--- config.mk ---
export PLATFORM = sky130hd
export DESIGN_NAME = pipelined_ripple_adder
export DESIGN_NICKNAME = d
export VERILOG_FILES = /design/src/rtl/adder_pkg.sv /design/src/rtl/full_adder.sv /design/src/rtl/rca_pipe_slice.sv /design/src/rtl/pipelined_ripple_adder.sv
export SDC_FILE = /design/constraint.sdc
export NUM_CORES = 1
export LEC_CHECK = 0
export CORE_ASPECT_RATIO = 0.8
export CORE_MARGIN = 2
export CORE_UTILIZATION = 50
export DETAILED_ROUTE_END_ITERATION = 8
export PLACE_DENSITY_LB_ADDON = 0.1
export SYNTH_ARGS = -nofsm -noshare
export SYNTH_HDL_FRONTEND = slang
export SYNTH_HIERARCHICAL = 1
export SYNTH_SLANG_ARGS = --single-unit
--- constraint.sdc ---
create_clock -name clk -period 2.3 [get_ports clk]
set_clock_uncertainty 0.1 [all_clocks]
set_input_delay 0.23 -clock clk [delete_from_list [all_inputs] [get_ports clk]]
set_output_delay 0.23 -clock clk [all_outputs]
set_load 0.05 [all_outputs]
--- src/rtl/adder_pkg.sv ---
// Shared defaults and helpers for the pipelined ripple-carry adder.
// Holds the slice-width legality function and the stage record layout.
package adder_pkg;

    localparam int DEF_WIDTH  = 16;
    localparam int DEF_STAGES = 4;

    // Returns 0 for an illegal WIDTH/STAGES pairing.
    function automatic int slice_width(input int width, input int stages);
        if (width < 1 || stages < 1 || stages > width) begin
            return 0;
        end
        if ((width % stages) != 0) begin
            return 0;
        end
        return width / stages;
    endfunction

    typedef struct packed {
        logic                 valid;
        logic                 carry;
        logic [DEF_WIDTH-1:0] sum_lo;
        logic [DEF_WIDTH-1:0] a_hi;
        logic [DEF_WIDTH-1:0] b_hi;
    } stage_rec_t;

endpackage

--- src/rtl/full_adder.sv ---
// One-bit full-adder cell used to build the ripple slices.
module full_adder (
    input  logic a,
    input  logic b,
    input  logic cin,
    output logic s,
    output logic cout
);

    assign s    = a ^ b ^ cin;
    assign cout = (a & b) | (cin & (a ^ b));

endmodule

--- src/rtl/rca_pipe_slice.sv ---
// Combinational W-bit ripple-carry slice made of full-adder cells.
module rca_pipe_slice #(
    parameter int W = 4
) (
    input  logic [W-1:0] i_a,
    input  logic [W-1:0] i_b,
    input  logic         i_cin,
    output logic [W-1:0] o_s,
    output logic         o_cout
);

    logic [W:0] w_c;

    assign w_c[0] = i_cin;

    for (genvar i = 0; i < W; i++) begin : g_bit
        full_adder u_fa (
            .a    (i_a[i]),
            .b    (i_b[i]),
            .cin  (w_c[i]),
            .s    (o_s[i]),
            .cout (w_c[i+1])
        );
    end

    assign o_cout = w_c[W];

endmodule

--- src/rtl/pipelined_ripple_adder.sv ---
// Pipelined ripple-carry adder with valid/ready handshake.
// Define PIPELINED_RIPPLE_ADDER_OVF_EN to add the OVF output.
module pipelined_ripple_adder
    import adder_pkg::*;
#(
    parameter int WIDTH  = DEF_WIDTH,
    parameter int STAGES = DEF_STAGES
) (
    input  logic             clk,
    input  logic             rst,
    input  logic             in_valid,
    output logic             in_ready,
    input  logic [WIDTH-1:0] A,
    input  logic [WIDTH-1:0] B,
    input  logic             Cin,
    output logic             out_valid,
    input  logic             out_ready,
    output logic [WIDTH-1:0] S,
    output logic             Cout
`ifdef PIPELINED_RIPPLE_ADDER_OVF_EN
    ,
    output logic             OVF
`endif
);

    localparam int SLICE = slice_width(WIDTH, STAGES);

    if (SLICE == 0) begin : g_bad_cfg
        $error("pipelined_ripple_adder: WIDTH must be a multiple of STAGES");
    end

    logic w_adv;

    assign w_adv    = ~rst & (~out_valid | out_ready);
    assign in_ready = w_adv;

    for (genvar k = 0; k < STAGES; k++) begin : g_st
        localparam int HI = WIDTH - (k + 1) * SLICE;

        // Operand bits not yet added, lowest slice first.
        logic [HI+SLICE-1:0]    w_ain;
        logic [HI+SLICE-1:0]    w_bin;
        logic                   w_cin;
        logic                   w_vin;
        logic [SLICE-1:0]       w_s;
        logic                   w_cout;
        logic [(k+1)*SLICE-1:0] w_sum_nx;

        logic                   r_valid;
        logic                   r_carry;
        logic [(k+1)*SLICE-1:0] r_sum;

        if (k == 0) begin : g_head
            assign w_ain    = A;
            assign w_bin    = B;
            assign w_cin    = Cin;
            assign w_vin    = in_valid;
            assign w_sum_nx = w_s;
        end else begin : g_body
            assign w_ain    = g_st[k-1].g_hi.r_a;
            assign w_bin    = g_st[k-1].g_hi.r_b;
            assign w_cin    = g_st[k-1].r_carry;
            assign w_vin    = g_st[k-1].r_valid;
            assign w_sum_nx = {w_s, g_st[k-1].r_sum};
        end

        rca_pipe_slice #(
            .W (SLICE)
        ) u_slice (
            .i_a    (w_ain[SLICE-1:0]),
            .i_b    (w_bin[SLICE-1:0]),
            .i_cin  (w_cin),
            .o_s    (w_s),
            .o_cout (w_cout)
        );

        always_ff @(posedge clk) begin
            if (rst) begin
                r_valid <= 1'b0;
                r_carry <= 1'b0;
                r_sum   <= '0;
            end else if (w_adv) begin
                r_valid <= w_vin;
                r_carry <= w_cout;
                r_sum   <= w_sum_nx;
            end
        end

        if (HI > 0) begin : g_hi
            logic [HI-1:0] r_a;
            logic [HI-1:0] r_b;

            always_ff @(posedge clk) begin
                if (rst) begin
                    r_a <= '0;
                    r_b <= '0;
                end else if (w_adv) begin
                    r_a <= w_ain[HI+SLICE-1:SLICE];
                    r_b <= w_bin[HI+SLICE-1:SLICE];
                end
            end
        end

`ifdef PIPELINED_RIPPLE_ADDER_OVF_EN
        if (k == STAGES - 1) begin : g_ovf
            logic r_ovf;

            // a^b^s at the MSB recovers the carry into the MSB.
            always_ff @(posedge clk) begin
                if (rst) begin
                    r_ovf <= 1'b0;
                end else if (w_adv) begin
                    r_ovf <= w_ain[SLICE-1] ^ w_bin[SLICE-1]
                           ^ w_s[SLICE-1] ^ w_cout;
                end
            end
        end
`endif
    end

    assign out_valid = g_st[STAGES-1].r_valid;
    assign S         = g_st[STAGES-1].r_sum;
    assign Cout      = g_st[STAGES-1].r_carry;

`ifdef PIPELINED_RIPPLE_ADDER_OVF_EN
    assign OVF = g_st[STAGES-1].g_ovf.r_ovf;
`endif

endmodule

==> impl_metrics.py <==
metrics = {
    "outcome": {
        "outcome": "complete, no violations",
    },
    "final_layout": {
        "final_cell_area_sq_mm": 0.00514,
        "drive_above_1_share": 0.0998,
        "area.growth.synth_to_final_pct": 20.2,
        "fin_util": 0.612,
        "total_nets_final": 479,
        "num_antenna_cells": 0,
        "layout.cells.non_filler": 543,
    },
    "placed_design": {
        "dp_hpwl_mm": 4.55,
        "placedCellCount": 527,
        "place.gp.congestion": 0.716,
        "post-place-ws_ps": -456,
        "port_buffers": 55,
        "postPlaceCellArea_sq_mm": 0.00488,
    },
    "detailed_routing": {
        "drcViolationCount": 0,
        "finalWirelength_mm": 7.22,
        "avg_vias_per_cell": 5.07,
        "ant_nets": 0,
        "initial_drt_pass_iterations": 4,
        "via_count": 2754,
        "routedWlPerCell_um": 13.3,
        "drt_iter0_drc": 97,
    },
    "sta": {
        "fin_tns_setup_ps": 0,
        "period_minus_slack_ps": 2270,
        "postLayoutSetupSlackWorst_ps": 25.0,
        "slew_at_the_pin_closest_to_its_max_slew_limit_ps": 511,
        "report.final.slew_viol_count": 0,
        "timing.max_slew.rel_slack": 0.659,
        "final_cycle_utilization_of_the_critical_path": 0.989,
        "rsz0062_at_grt": "yes",
        "number_of_endpoints_failing_setup_at_the_final_stage": 0,
        "achievable-frequency_ghz": 0.440,
        "timing.final.hold_violations": 0,
        "timing.hold.ws_ps": 316,
    },
    "setup_path": {
        "worst_setup_path_type": "reg2reg",
        "crit_path_end_kind": "flip-flop",
        "worst-path-max-fanout": 2,
        "worstSetupPathDepth": 6,
        "total_buffers_and_inverters_traversed_by_the_critical_path": 0,
        "r2r.worst_path.cells": 6,
        "critical_path.top_delay_family": "adder cells",
        "path_common_cell": "fa_2",
        "crit_path_start_kind": "flip-flop",
        "required_ps": 2480,
        "critical_path.max_stage_delay_ps": 490,
        "crit_arrival_ps": 2460,
        "worstPathCellList": "fa_2, fa_2, fa_2, fa_1, nand2b_1, o21ai_1",
        "critical-path-slowest-cell": "fa_1",
    },
    "clock_tree": {
        "holdBufCountCts": 0,
        "tritoncts_clock_tree": "yes",
        "cts.reportedPaths.clkPinSlew_ps": 90,
        "h-tree-depth": 3,
        "clock_tree.root_cell": "clkbuf_8",
        "cts.sinks": 96,
        "post-cts-setup-buffers": 0,
        "cts-buffers-inserted": 9,
        "cts-root-to-sink-buffers": 2,
        "insertion_delay_ps": 360,
    },
    "die": {
        "die-area_sq_mm": 0.00932,
        "io_pins": 56,
        "chipWidth_um": 107,
        "start_util": 0.509,
        "die_boundary_height_um": 86.7,
        "design.core.area_sq_mm": 0.00841,
        "placementRows": 30,
    },
    "yosys": {
        "postSynthAreaPerCell_sq_um": 11.0,
        "synth.cells.most_frequent": "dfxtp_1 (96), nand2b_1 (96), mux2i_1 (50)",
        "post_synth_instance_area_sq_mm": 0.00428,
        "synth_top_cell_by_area": "dfxtp_1",
        "syn-num-nets": 441,
        "ys_types": 18,
        "netlist_top_cells_area": "dfxtp_1 (45%), nand2b_1 (14%), nand4bb_1 (12%)",
        "postSynthRegisterBits": 96,
        "share_of_synthesized_area_occupied_by_flip_flops_and_latches": 0.449,
        "synth_top_area_frac": 0.449,
        "ys_async_sr_fraction": 0,
        "number_of_enable_flip_flop_cells_after_synthesis": 0,
        "synth_top_flop_cell": "dfxtp_1",
        "yosys_warnings": 6,
        "syn_inst": 388,
    },
    "global_route": {
        "antenna_found_initial": 0,
        "grt_start_max_net_pins": 143,
        "grt_pass1_wl_mm": 12.6,
        "gr-total-overflow": 0,
        "grt_pass1_vias": 2614,
        "track_usage": 0.170,
    },
    "power": {
        "power_mw": 3.40,
        "power.density_mw_per_mm2": 661,
        "peakVddDrop_mv": 0.395,
        "power_leakage_nw": 1.81,
    },
    "flow_run": {
        "cap_viol_max_count": 0,
    },
    "worst_hold_path": {
        "holdPathStages": 3,
        "hold_path.class": "in2reg",
    },
}
## routing by layer
| layer | vias up | wire length, um | GRT usage |
|---|---|---|---|
| li1 | 1415 | - | - |
| met1 | 1285 | 3690 | 0.246 |
| met2 | 43 | 3140 | 0.250 |
| met3 | 11 | 287 | 0.0421 |
| met4 | 0 | 101 | 0.0524 |
| met5 | - | 0 | 0 |
## power breakdown
part | leakage [nW] | switching (mW) | internal [mW]
Clock | 0.115 | 0.579 | 0.653
Combinational | 0.900 | 0.176 | 0.201
Sequential | 0.791 | 0.0373 | 1.75
Total | 1.81 | 0.792 | 2.61
## state kept, by name, indices dropped and copies added, names as in the netlist
| register | flops |
|---|---|
| g_st.g_hi.r_a | 24 |
| S | 16 |
| g_st.r_valid | 3 |
| Cout | 1 |
| g_st.r_carry | 3 |
| out_valid | 1 |
| g_st.g_hi.r_b | 24 |
| g_st.r_sum | 24 |
## placed cells by master (no fill, tap or decap), drive strengths merged
cell	instances
clkdlybuf4s50	52
nor2b	1
nand2b	96
clkbuf	11
fa	16
bufinv	2
buf	11
nand4bb	45
inv	3
o21ai	45
dfxtp	96
nor2	1
clkinv	1
mux2i	50
a21oi	1
## worst register-to-register path, delay by kind of cell (launching register included)
family	cells	cell delay (ps)
flip-flops	1	340
adder cells (fa/ha/maj)	4	1590
AND/OR/NAND/NOR	1	60
AO/OA/AOI/OAI	1	110
## path summary, 6_finish.rpt
path | startpoint | endpoint | slack (ps)
max | g_st[2].g_hi.r_a[0] | S[15] | 30
max reg2reg | g_st[2].g_hi.r_a[0] | S[15] | 30
min | A[5] | g_st[0].g_hi.r_a[1] | 320
min reg2reg | g_st[2].r_valid | out_valid | 360
## repair_timing
item / 4_1_cts / 5_1_grt
hold endpoints to repair: 0 / 0
endpoints found under the setup margin: 6 / 4
pin swaps: 2 / 3
resized for setup: 13 / 3
## logic make-up (layout without fill, tap and decap cells)
family / after synthesis / count (layout) / synth area share
flops: 96 / 96 / 0.449
compound gates: 46 / 46 / 0.0538
mux: 50 / 50 / 0.117
buf+inv: 37 / 80 / 0.0441
simple gates: 143 / 143 / 0.261
fa+ha+maj: 16 / 16 / 0.0749
## cell type report
cell class | count | area [sq um]
multi-input cells | 255 | 2210
clock inverters | 5 | 86.3
flip-flops and latches | 96 | 1930
inverters | 1 | 3.75
fillers | 735 | 3270
well taps | 112 | 140
clock buffers | 11 | 141
repair buffers | 63 | 638
Note: power is estimated with default switching activity, not from simulation.
